`config.mk`:
```
export PLATFORM = sky130hd
export DESIGN_NAME = sram_port_master
export DESIGN_NICKNAME = d
export VERILOG_FILES = /design/src/rtl/sram_port_master.sv
export SDC_FILE = /design/constraint.sdc
export NUM_CORES = 1
export LEC_CHECK = 0
export ABC_AREA = 1
export CORE_ASPECT_RATIO = 1.1
export CORE_MARGIN = 10
export CORE_UTILIZATION = 37
export DETAILED_ROUTE_END_ITERATION = 10
export GPL_TIMING_DRIVEN = 0
export PLACE_DENSITY_LB_ADDON = 0.05
export SLEW_MARGIN = 0
export SYNTH_ARGS = -nofsm -noshare
export SYNTH_HDL_FRONTEND = slang
export SYNTH_SLANG_ARGS = --single-unit
```
`constraint.sdc`:
```
create_clock -name CLK -period 3.5 [get_ports CLK]
set_input_delay 0.7 -clock CLK [delete_from_list [all_inputs] [get_ports CLK]]
set_output_delay 0.7 -clock CLK [all_outputs]
set_load 0.05 [all_outputs]
```
`src/rtl/sram_port_master.sv`:
```
// Single-port SRAM master: accepts word requests, drives the SRAM, returns in-order responses.
// Optional macro SRAM_PORT_MASTER_ERR_EN: zero-byte-enable writes are not issued and return rsp_err=1.
module sram_port_master #(
  parameter int RSP_DEPTH = 2,
  parameter int AW        = 12
) (
  input  logic          CLK,
  input  logic          RST,
  input  logic          req_valid,
  output logic          req_ready,
  input  logic          req_we,
  input  logic [3:0]    req_be,
  input  logic [AW-1:0] req_addr,
  input  logic [31:0]   req_wdata,
  output logic          rsp_valid,
  input  logic          rsp_ready,
  output logic [31:0]   rsp_rdata,
  output logic          rsp_err,
  output logic          mem_en,
  output logic [3:0]    mem_we,
  output logic [31:0]   mem_di,
  output logic [AW-1:0] mem_a,
  input  logic [31:0]   mem_do
);

  localparam int PW = (RSP_DEPTH > 1) ? $clog2(RSP_DEPTH) : 1;
  localparam int CW = $clog2(RSP_DEPTH + 1);

  logic [CW-1:0] occ;
  logic [PW-1:0] wr_ptr, rd_ptr;
  logic          infl_valid, infl_we;
  logic [CW:0]   used;
  logic          accept, issue, be_err, push, pop;
  logic [31:0]   buf_rdata [RSP_DEPTH];

  function automatic logic [PW-1:0] ptr_inc(input logic [PW-1:0] p);
    return (p == PW'(RSP_DEPTH - 1)) ? '0 : p + 1'b1;
  endfunction

  // Credit check counts the inflight slot so the buffer can never overflow.
  always_comb begin
    used      = {1'b0, occ} + {{CW{1'b0}}, infl_valid};
    req_ready = !RST && (used < (CW+1)'(RSP_DEPTH));
    accept    = req_valid && req_ready;
  end

`ifdef SRAM_PORT_MASTER_ERR_EN
  assign be_err = req_we && (req_be == 4'b0000);
`else
  assign be_err = 1'b0;
`endif

  always_comb begin
    issue  = accept && !be_err;
    mem_en = issue;
    mem_we = (issue && req_we) ? req_be : 4'b0000;
    mem_a  = req_addr;
    mem_di = req_wdata;
  end

  assign push      = infl_valid;
  assign rsp_valid = !RST && (occ != '0);
  assign pop       = rsp_valid && rsp_ready;
  assign rsp_rdata = rsp_valid ? buf_rdata[rd_ptr] : 32'h0;

  always_ff @(posedge CLK) begin
    if (RST) begin
      occ        <= '0;
      wr_ptr     <= '0;
      rd_ptr     <= '0;
      infl_valid <= 1'b0;
      infl_we    <= 1'b0;
    end else begin
      infl_valid <= accept;
      infl_we    <= req_we;
      if (push) wr_ptr <= ptr_inc(wr_ptr);
      if (pop)  rd_ptr <= ptr_inc(rd_ptr);
      if (push && !pop)      occ <= occ + 1'b1;
      else if (!push && pop) occ <= occ - 1'b1;
    end
  end

  // Write responses (including rejected ones) carry zero data.
  always_ff @(posedge CLK) begin
    if (!RST && push) buf_rdata[wr_ptr] <= infl_we ? 32'h0 : mem_do;
  end

`ifdef SRAM_PORT_MASTER_ERR_EN
  logic infl_err;
  logic buf_err [RSP_DEPTH];

  always_ff @(posedge CLK) begin
    if (RST) infl_err <= 1'b0;
    else     infl_err <= be_err;
  end

  always_ff @(posedge CLK) begin
    if (!RST && push) buf_err[wr_ptr] <= infl_err;
  end

  assign rsp_err = rsp_valid && buf_err[rd_ptr];
`else
  assign rsp_err = 1'b0;
`endif

endmodule

```
Yosys cells after proc, flatten, opt, wreduce, memory -nomap -nowiden

Memory sizes are Yosys's and may differ from the RTL's. A register that Yosys moved wholly into a read port is not among the register bits.
Cells that the tools add are included.

Register bits: 6
Memory bits (writable): 64
Input port bits: 85
Output and inout bits: 84
Memories: 1

Memories:

| name      | words | bits a word | read ports | clocked after memory_dff | write ports | RTL line | source |
|---|---|---|---|---|---|---|---|
| buf_rdata | 2     | 32          | 1          | 1                        | 1           | 34       | `logic [31:0] buf_rdata [RSP_DEPTH];` |

$add $sub $neg: 5
$lt $le $gt $ge: 1
Multiplexer cells: 11
Reductions and logical operators: 13

Operators with widths:

| cell                                                | count |
|---|---|
| 2-to-1 mux 32 bit                                   | 2 |
| logical AND 1 bit                                   | 8 |
| 2-to-1 mux 1 bit                                    | 6 |
| 2-to-1 mux 2 bit                                    | 2 |
| 2-to-1 mux 4 bit                                    | 1 |
| nonzero test 2 bit                                  | 2 |
| adder 2 x 1 -> 3 bit                                | 1 |
| zero test 1 bit                                     | 3 |
| < comparator 3 x 2 -> 1 bit (second input constant) | 1 |
| adder 1 bit (second input constant)                 | 2 |
| adder 2 x 1 -> 2 bit (second input constant)        | 1 |
| subtractor 2 x 1 -> 2 bit (second input constant)   | 1 |

Depth between registers and ports, before layout

Depth in word-level cells: 6
Gate-level depth with buffers: 10
Mapped depth without buffers: 10

Least setup slack after synthesis

OpenSTA, ideal clock, no wires.

Path type: input to register
Start point: in RST
End point: mem buf_rdata[1][0], enable pin
Library setup time: 0.461 ns
Arrival time: 3.070 ns
Data required time: 3.039 ns
Slack: -0.031 ns
Stages on the path: 2
Cells stage by stage: buf_6 nor3_1

Word-level cells in the longest chain between the ends: 4

Ends and longest elaborated chain:

| element                       | RTL line | source |
|---|---|---|
| from (decl)                   | 8        | `input logic RST,` |
| zero test 1 bit               | 85       | `if (!RST && push) buf_rdata[wr_ptr] <= infl_we ? 32'h0 : mem_do;` |
| logical AND 1 bit             | 85       |  |
| 2-to-1 mux 1 bit (2 in a row) | 85       |  |
| to (decl)                     | 34       |  |

No other way between the ends.

Worst setup path after layout

Start point: in req_valid
End point: out mem_we[1]

Word-level cells in the longest chain between the ends: 3

Ends and longest elaborated chain:

| element           | RTL line | source |
|---|---|---|
| from (decl)       | 9        | `input logic req_valid,` |
| logical AND 1 bit | 44       | `accept = req_valid && req_ready;` |
| logical AND 1 bit | 56       | `mem_we = (issue && req_we) ? req_be : 4'b0000;` |
| 2-to-1 mux 4 bit  | 56       |  |
| to (decl)         | 20       | `output logic [3:0] mem_we,` |

No other way between the ends.

==> out/results.txt <==
Pint -> 1660 uW
P_leak -> 0.00248 uW
count of final hold-check violations -> 0
DRT iter0 DRCs -> 116
worst endpoint data arrival time -> 2.34 ns
commonest non-fill, non-tap cell in the layout -> clkdlybuf4s50_1
Residual DRC -> 0
r2r worst-path depth -> 3
Highest Clock Rate -> 329 MHz
Hold Path End -> wr_ptr
final instance area -> 5290 sq um
hold path start -> wr_ptr
crit path from -> req_valid
sequential power share -> 40.7%
I/O pin count -> 169
HPWL after DPL -> 7.47 mm
die footprint -> 14100 sq um
Worst Clk Skew -> 0.00470 ns
Final ANT Viol Nets -> 0
WL/cell -> 14.4 um
minimum clock period -> 3.04 ns
IO buf count -> 122
Root Driver -> clkbuf_8
DP Area -> 5050 sq um
CP required -> 2.80 ns
max-slew violation count -> 0
die width -> 114 um
post-synthesis compound-gate area fraction -> 5.30%
GPL Wtd Cong -> 0.739
first-pass detailed-route iteration total -> 4
Worst Hold Depth -> 2
Synth warnings -> 0
Antenna Cells -> 0
Area Overhead vs Synth -> 46.4%
Setup crit start kind -> input port
final core occ -> 56.0%
synthesized cell area -> 3610 sq um
largest family of logic cells by synthesized area -> buffers and inverters
global route total overflow -> 0
min-delay worst type -> reg2reg
vias post-DR -> 2810
area of the core -> 9440 sq um
Logic pwr share -> 26.9%
Adder-Cell Fraction of Synth Area -> 0.347%
switching share of power -> 30.1%
Final period util -> 86.7%
RSZ-0062 raised after global routing -> false
Synth Area in XOR/XNOR -> 0%
post-CTS setup buffer count -> 0
crit path max fanout -> 4
Reg-to-Reg End -> buf_rdata[1][23]
CTS Buf Count -> 9
PwrDens -> 449 nW/um^2
outcome -> completed
#FFs+latches synth -> 71
Slew HR -> 40.8%
power share of the clock group -> 32.5%
total wire length -> 9.51 mm
Max Cap Viol -> 0
Layout Nets -> 624
CTS max path bufs -> 2
post-synthesis simple-gate area fraction -> 13.5%
hold buffers post-CTS -> 0
worst-skew pair later-pin latency -> 0.33 ns
worst r2r src -> infl_valid
Setup CP Type -> in2out
sequential area share after synthesis -> 57.1%
gr usage total -> 13.2%
CTS tree -> yes
R2R setup slack -> 1.79 ns
Yosys top cell by area -> edfxtp_1
Starting Density -> 38.2%
Worst VDD drop -> 232 uV
number of setup violations in the final report -> 0
Yosys cell types -> 24
synthesized instance count -> 403
share of cells above drive strength 1 -> 15.1%
Worst-path clk slew -> 0.07 ns
Net Sw Power -> 714 uW
largest net degree at the start of global routing -> 20
die height -> 124 um
CTS resizes -> 0
mean post-synth cell area -> 8.96 sq um
Sink Count -> 71
initial antenna violation count -> 0
Setup crit end kind -> output port
vias in the first global route -> 2895
vias per inst -> 4.26
post-synthesis mux area share -> 0%
commonest cells after routing, fill and taps aside -> 122 x clkdlybuf4s50_1, 108 x inv_1, 74 x nand2_1, 64 x edfxtp_1, 46 x buf_4
Final TNS setup -> 0 ns
Area contributors post-synth -> edfxtp_1 53%, inv_1 11%, buf_4 9.6%, nand2_1 7.7%, nor2_1 4.5%
Least-Margin Pin Slew -> 0.885 ns
syn_nets -> 489
first-pass GRT wire length -> 14.8 mm
Yosys top cell area share -> 53.2%
Std-Cell Rows -> 37
htree depth -> 3
[stage by stage]
step | instances | hold slack, ns | total power, uW | worst slack [ns]
2_1_floorplan | 403 | 0.442 | 1410 | 0.734
3_3_place_gp | 642 | 0.450 | 1620 | -0.0202
3_5_place_dp | 644 | 0.457 | 1630 | 0.449
4_1_cts | 660 | 0.469 | 2400 | 0.443
5_1_grt | 660 | 0.488 | 2470 | 0.364
6_report | 660 | 0.470 | 2380 | 0.464
[kinds of logic after synthesis]
kind of cell | count (synthesis)
compound gates | 36
simple gates | 124
other cells | 1
fa+ha+maj | 1
flops | 71
buf+inv | 170
[Yosys cell counts, drive strengths merged]
cell type,instances
ha,1
o21ai,33
inv,110
edfxtp,64
dfxtp,7
clkbuf,3
nand2,75
a21oi,3
nor2,44
conb,1
buf,56
nor3,1
nand3,3
clkinv,1
nand4,1
[state kept, by name, summed over array words and instances (netlist names), named ones only]
name and cells:
rd_ptr 1, infl_we 1, buf_rdata 64, infl_valid 1, occ 2, wr_ptr 1
[area by class of cell]
cell class	instances	area, sq um
plain buffers	59	432
clock buffers	9	124
clock inverters	7	111
fillers	884	4160
inverters	111	420
multi-input cells	162	714
flip-flops and latches	71	2060
well taps	117	146
repair buffers	124	1280
[power by group through the flow]
stage	registers (uW)	logic, uW	clock network [uW]
detailed placement	986	649	0
finish	966	638	771
floorplan	984	422	0
global route	969	687	815
global placement	986	636	0
CTS	966	651	785
[metal layers]
metal / track usage, % / vias up / wire [um]
li1: - / 1423 / -
met1: 14.2 / 1250 / 3590
met2: 23.4 / 131 / 4690
met3: 4.86 / 6 / 1130
met4: 4.70 / 0 / 103
met5: 0 / - / 0
[worst max-delay path, stage by stage]
cell             delay [ns]
clkdlybuf4s50_1        0.45
inv_1                  0.07
nor2_4                 0.12
nand2_2                0.07
nor2_1                 0.10
clkdlybuf4s50_1        0.82
[worst max path at each step]
stage	end	slack, ns	depth (start not counted)
final	mem_we[1]	0.46	6
after global routing	mem_we[1]	0.36	6
after CTS	mem_we[1]	0.44	6
after detailed placement	mem_we[1]	0.45	6
after global placement	buf_rdata[0][20]	-0.02	2
after floorplan	mem_we[0]	0.73	6
Power figures use the tool's default switching activity.
